==> config.mk <==
export PLATFORM = sky130hd
export DESIGN_NAME = fixed_point_div
export DESIGN_NICKNAME = d
export VERILOG_FILES = /design/src/rtl/fixed_point_div.sv
export SDC_FILE = /design/constraint.sdc
export NUM_CORES = 1
export LEC_CHECK = 0
export CAP_MARGIN = 20
export CELL_PAD_IN_SITES_DETAIL_PLACEMENT = 1
export CELL_PAD_IN_SITES_GLOBAL_PLACEMENT = 1
export CORE_MARGIN = 3
export CORE_UTILIZATION = 41
export DETAILED_ROUTE_END_ITERATION = 12
export HOLD_SLACK_MARGIN = 0.05
export PLACE_DENSITY = 0.83
export SKIP_CTS_REPAIR_TIMING = 1
export SLEW_MARGIN = 20
export SYNTH_ARGS = -nofsm -noshare
export SYNTH_HDL_FRONTEND = slang
export SYNTH_SLANG_ARGS = --single-unit
==> constraint.sdc <==
create_clock -name clk -period 2.3 [get_ports clk]
set_input_delay 0.46 -clock clk [delete_from_list [all_inputs] [get_ports clk]]
set_output_delay 0.46 -clock clk [all_outputs]
set_load 0.01 [all_outputs]
==> src/rtl/fixed_point_div.sv <==
// Sequential signed fixed-point divider using a restoring shift-subtract core.
// Produces one quotient bit per clock and saturates results that do not fit the Q format.
module fixed_point_div #(
  parameter int INTEGER_PART_WIDTH    = 3,
  parameter int FRACTIONAL_PART_WIDTH = 2,
  localparam int NUMBER_WIDTH   = INTEGER_PART_WIDTH + FRACTIONAL_PART_WIDTH,
  localparam int DIVIDEND_WIDTH = NUMBER_WIDTH + FRACTIONAL_PART_WIDTH
) (
  input  logic                    clk,
  input  logic                    rst,
  input  logic                    start,
  input  logic [NUMBER_WIDTH-1:0] a,
  input  logic [NUMBER_WIDTH-1:0] b,
  output logic                    busy,
  output logic                    done,
  output logic [NUMBER_WIDTH-1:0] result,
  output logic                    overflow,
  output logic                    div_by_zero
);

  localparam int NW = NUMBER_WIDTH;
  localparam int DW = DIVIDEND_WIDTH;
  localparam int CW = $clog2(DW + 1);

  localparam logic [NW-1:0] MAX_POS   = {1'b0, {(NW-1){1'b1}}};
  localparam logic [NW-1:0] MIN_NEG   = {1'b1, {(NW-1){1'b0}}};
  localparam logic [DW-1:0] Q_POS_LIM = DW'(MAX_POS);
  localparam logic [DW-1:0] Q_NEG_LIM = DW'(MAX_POS) + DW'(1);

  typedef enum logic [1:0] {
    IDLE,
    DIVIDE,
    FINISH
  } state_t;

  state_t          r_state;
  logic [DW-1:0]   r_dvd;
  logic [NW-1:0]   r_dvs;
  logic [NW-1:0]   r_rem;
  logic [DW-1:0]   r_quo;
  logic [CW-1:0]   r_cnt;
  logic            r_neg;
  logic            r_a_neg;
  logic            r_b_zero;
  logic            r_busy;
  logic            r_done;
  logic [NW-1:0]   r_result;
  logic            r_overflow;
  logic            r_div_by_zero;

  logic [NW-1:0]   w_a_mag;
  logic [NW-1:0]   w_b_mag;
  logic [NW:0]     w_rem_shift;
  logic [NW:0]     w_rem_sub;
  logic            w_fits;
  logic [NW-1:0]   w_result;
  logic            w_overflow;

  // Magnitudes are unsigned, so the most negative operand maps to 2^(NW-1).
  assign w_a_mag     = a[NW-1] ? (~a + 1'b1) : a;
  assign w_b_mag     = b[NW-1] ? (~b + 1'b1) : b;
  assign w_rem_shift = {r_rem, r_dvd[DW-1]};
  assign w_rem_sub   = w_rem_shift - {1'b0, r_dvs};
  assign w_fits      = (w_rem_shift >= {1'b0, r_dvs});

  // NOTE: every output of a combinational block gets a default first so no latch is inferred.
  always_comb begin
    w_result   = '0;
    w_overflow = 1'b0;
    if (r_b_zero) begin
      w_result = r_a_neg ? MIN_NEG : MAX_POS;
    end else if (!r_neg) begin
      if (r_quo > Q_POS_LIM) begin
        w_result   = MAX_POS;
        w_overflow = 1'b1;
      end else begin
        w_result = r_quo[NW-1:0];
      end
    end else if (r_quo > Q_NEG_LIM) begin
      w_result   = MIN_NEG;
      w_overflow = 1'b1;
    end else begin
      w_result = ~r_quo[NW-1:0] + 1'b1;
    end
  end

  // NOTE: state is updated with non-blocking assignments so every register samples pre-edge values.
  always_ff @(posedge clk) begin
    if (rst) begin
      r_state       <= IDLE;
      r_dvd         <= '0;
      r_dvs         <= '0;
      r_rem         <= '0;
      r_quo         <= '0;
      r_cnt         <= '0;
      r_neg         <= 1'b0;
      r_a_neg       <= 1'b0;
      r_b_zero      <= 1'b0;
      r_busy        <= 1'b0;
      r_done        <= 1'b0;
      r_result      <= '0;
      r_overflow    <= 1'b0;
      r_div_by_zero <= 1'b0;
    end else begin
      r_done <= 1'b0;
      case (r_state)
        IDLE: begin
          if (start) begin
            r_neg    <= a[NW-1] ^ b[NW-1];
            r_a_neg  <= a[NW-1];
            r_b_zero <= (b == '0);
            r_dvd    <= DW'(w_a_mag) << FRACTIONAL_PART_WIDTH;
            r_dvs    <= w_b_mag;
            r_rem    <= '0;
            r_quo    <= '0;
            r_cnt    <= CW'(DW);
            r_busy   <= 1'b1;
            r_state  <= DIVIDE;
          end
        end
        DIVIDE: begin
          r_dvd <= r_dvd << 1;
          r_rem <= w_fits ? w_rem_sub[NW-1:0] : w_rem_shift[NW-1:0];
          r_quo <= {r_quo[DW-2:0], w_fits};
          r_cnt <= r_cnt - CW'(1);
          if (r_cnt == CW'(1)) begin
            r_state <= FINISH;
          end
        end
        FINISH: begin
          r_result      <= w_result;
          r_overflow    <= w_overflow;
          r_div_by_zero <= r_b_zero;
          r_done        <= 1'b1;
          r_busy        <= 1'b0;
          r_state       <= IDLE;
        end
        default: r_state <= IDLE;
      endcase
    end
  end

  assign busy        = r_busy;
  assign done        = r_done;
  assign result      = r_result;
  assign overflow    = r_overflow;
  assign div_by_zero = r_div_by_zero;

endmodule

==> results.md <==
- Largest net degree at the start of global routing: 20
- TritonCTS clock tree: built
- Total grt overflow: 0
- Final hold violation count: 0
- Area share of the largest cell type after synthesis: a little under two fifths
- Root buffer cell: clkbuf_8
- Arrival @ worst endpoint: around 2.2 ns
- Sequential Power Share: between 40 and 50%
- DRC: 0
- Critical path buffers and inverters: 1
- DP Worst Slack: 0.286 ns
- H-Tree Level Count: 2
- Routed vias/inst: 5.41
- Area growth syn-to-layout: 18.3%
- Max Cap Viol: 0
- Hold Path Origin: div_by_zero
- Final nets: about 280
- DRT Pass-1 Iters: 4
- Pwr Density: roughly 700 nW/um^2
- Initial DRC count: between 80 and 90
- YS warnings: 0
- Hold path endpoint: div_by_zero
- Worst Slack Setup Final: approximately 0.31 ns
- Seq. cell area: 781 um^2
- Final hold slack: between 0.4 and 0.5 ns
- Cell Rows: 25
- Status: finished clean
- FF-to-FF Start: r_dvd[6]
- Internal: between 1 and 1.5 mW
- CP max stage delay: ~0.42 ns
- Synth Instances: roughly 240
- Layout cells sized above 1: under 10%
- Post-detail-place hpwl: 3570 um
- Routability cong.: 0.835
- Most common cell after layout, fill and taps aside: dfxtp_1
- Cell variety after synth: 53
- Leak: ~0.93 nW
- Post-synth EDFFs: 0
- Core area: between 4000 and 5000 um^2
- Antenna Cells: 0
- Synth Cell Area: just over 2000 um^2
- Commonest cells after routing, fill and taps aside: 39 x dfxtp_1, 23 x nor2_1, 21 x clkdlybuf4s50_1
- Setup TNS: 0 ns
- Slew HR: approximately three fifths
- CP max FO: 7
- Initial antenna violation count: 0
- Final Core Density: between 50% and 60%
- Die Wd: ~77 um
- CTS Sinks: 39
- Sw Ratio: around 29%
- Worst-Skew Late Latency: 0.30 ns
- Reg2reg path depth: 7
- Clk_skew: just under 0.009 ns
- Vias in the first global route: approximately 1800
- Fillers: 584
- Sequential area share after synthesis: a little under two fifths
- Slew Viols, Final: 0
- Synth top area cells: dfxtp_1 38%, ha_1 6.7%, nor2_1 4.2%
- Via count: around 1700
- Startpoint types: flop
- Worst hold path depth: 2
- Final wirelength: roughly 4900 um
- Clock Pin Slew Worst Setup and Hold Paths: ~0.08 ns
- Die height: around 77 um
- Fmax: 502 MHz
- Setup Viol. Count Final: 0
- WL per Instance: roughly 15 um
- Post-synthesis sequential element count: 39
- PortBufs: 21
- Net Switching: roughly 490 uW
- Crit-path cells: inv_1, ha_1, fa_1, nor2b_1, o31a_1, or2_1, o211ai_1
- Comb pwr share: between 20% and 30%
- Clk pwr share: about a third
- Critical Path RT: 2.47 ns
- RSZ-0062 raised after global routing: false
- # IOs: 22
- RR Endpoint: r_rem[1]
- CP endpoint kind: flop
- Final period utilization: between 80 and 90%
- First-pass GRT wire length: around 8500 um
- Area leader, netlist: dfxtp_1
- Worst slew pin tran: a little over 0.6 ns
- Syn avg cell area: roughly 8.7 um^2
- DRT antenna net count: 0
- Async set-reset flop share out of synthesis: 0%
- CP delay by family, top: adder cells
- Hold WC Path Type: reg2reg
- Die area: roughly 5900 um^2
- Clock Path Buffers: 2
- CP max stage cell: fa_1
- Register-to-register setup slack: between 0.3 and 0.4 ns
- All-Layer GR Usage: between 10% and 20%
- Post-Synthesis Net Count: 260
- Dominant synthesized flop cell: dfxtp_1
- Starting Density: between 40% and 50%
- Multi-input gate area: around 1100 um^2
- Min Clock Period, post-route: around 2 ns
- TritonCTS Buffers: 5
- VDD IR max: 311 uV
- CP Class: reg2reg
[logic make-up after synthesis]
logic type | after synthesis | synth area share (%)
AO/OA/AOI/OAI | 70 | 24.3
multiplexers | 3 | 1.47
flip-flops | 39 | 38.1
adder cells (fa/ha/maj) | 12 | 7.70
XOR/XNOR | 6 | 2.57
AND/OR/NAND/NOR | 75 | 19.6
buffers and inverters | 30 | 6.17
[worst min-delay path: stages (launching register included)]
cell and delay (ns):
dfxtp_1 0.32, nand2_1 0.05, a21oi_1 0.05
[power by group through the flow]
stage | Clock [mW] | Combinational (mW) | Sequential, mW
after global placement | 0 | 0.354 | 0.772
final | 0.558 | 0.371 | 0.760
after detailed placement | 0 | 0.367 | 0.775
after CTS | 0.570 | 0.373 | 0.760
after floorplan | 0 | 0.270 | 0.756
after global routing | 0.593 | 0.416 | 0.767
[metrics by stage]
stage / instance area (um^2) / power (mW) / cells
CTS: 2420 / 1.70 / 323
finish: 2420 / 1.69 / 323
global route: 2420 / 1.78 / 323
detailed placement: 2320 / 1.14 / 316
floorplan: 2050 / 1.03 / 235
global placement: 2320 / 1.13 / 316
[worst max-delay path by stage]
stage	startpoint	to	slack, ns	cells past startpoint
2_1_floorplan	r_dvd[6]	r_rem[2]	0.61	7
3_3_place_gp	a[0]	r_dvd[4]	0.37	7
3_5_place_dp	a[0]	r_dvd[4]	0.29	7
4_1_cts	r_dvd[6]	r_rem[1]	0.30	7
5_1_grt	r_dvd[6]	r_rem[0]	0.19	7
6_report	r_dvd[6]	r_rem[1]	0.31	7
[cells in the mapped netlist, drive strengths merged, types with 5 or more instances]
| cell | instances |
|---|---|
| buf | 7 |
| dfxtp | 39 |
| inv | 18 |
| clkbuf | 5 |
| a21oi | 12 |
| nor3 | 8 |
| a22o | 5 |
| nor2 | 23 |
| nand2b | 6 |
| nand2 | 15 |
| o21ai | 14 |
| a211oi | 8 |
| ha | 11 |
[sequential cells by signal, indices dropped and copies added (netlist names)]
| register | count |
|---|---|
| div_by_zero | 1 |
| done | 1 |
| r_dvs | 5 |
| r_rem | 5 |
| r_b_zero | 1 |
| r_a_neg | 1 |
| busy | 1 |
| r_quo | 7 |
| r_dvd | 5 |
| r_state | 2 |
| result | 5 |
| r_cnt | 3 |
| overflow | 1 |
| r_neg | 1 |
[area by class of cell]
cell class / count / area share [%]
repair buffers: 26 / 10.2
clock inverters: 1 / 1.24
flip-flops and latches: 39 / 32.2
multi-input cells: 166 / 47.1
well taps: 67 / 3.46
inverters: 18 / 2.79
clock buffers: 6 / 3.00
[layer usage]
layer  part of all wire [%]  track usage (%)
met2                     48             29.4
met1                     48             22.3
met3                    2.6             3.76
met4                    1.6             6.88
met5                      0                0
No activity file was read; power rests on OpenSTA's default activity.
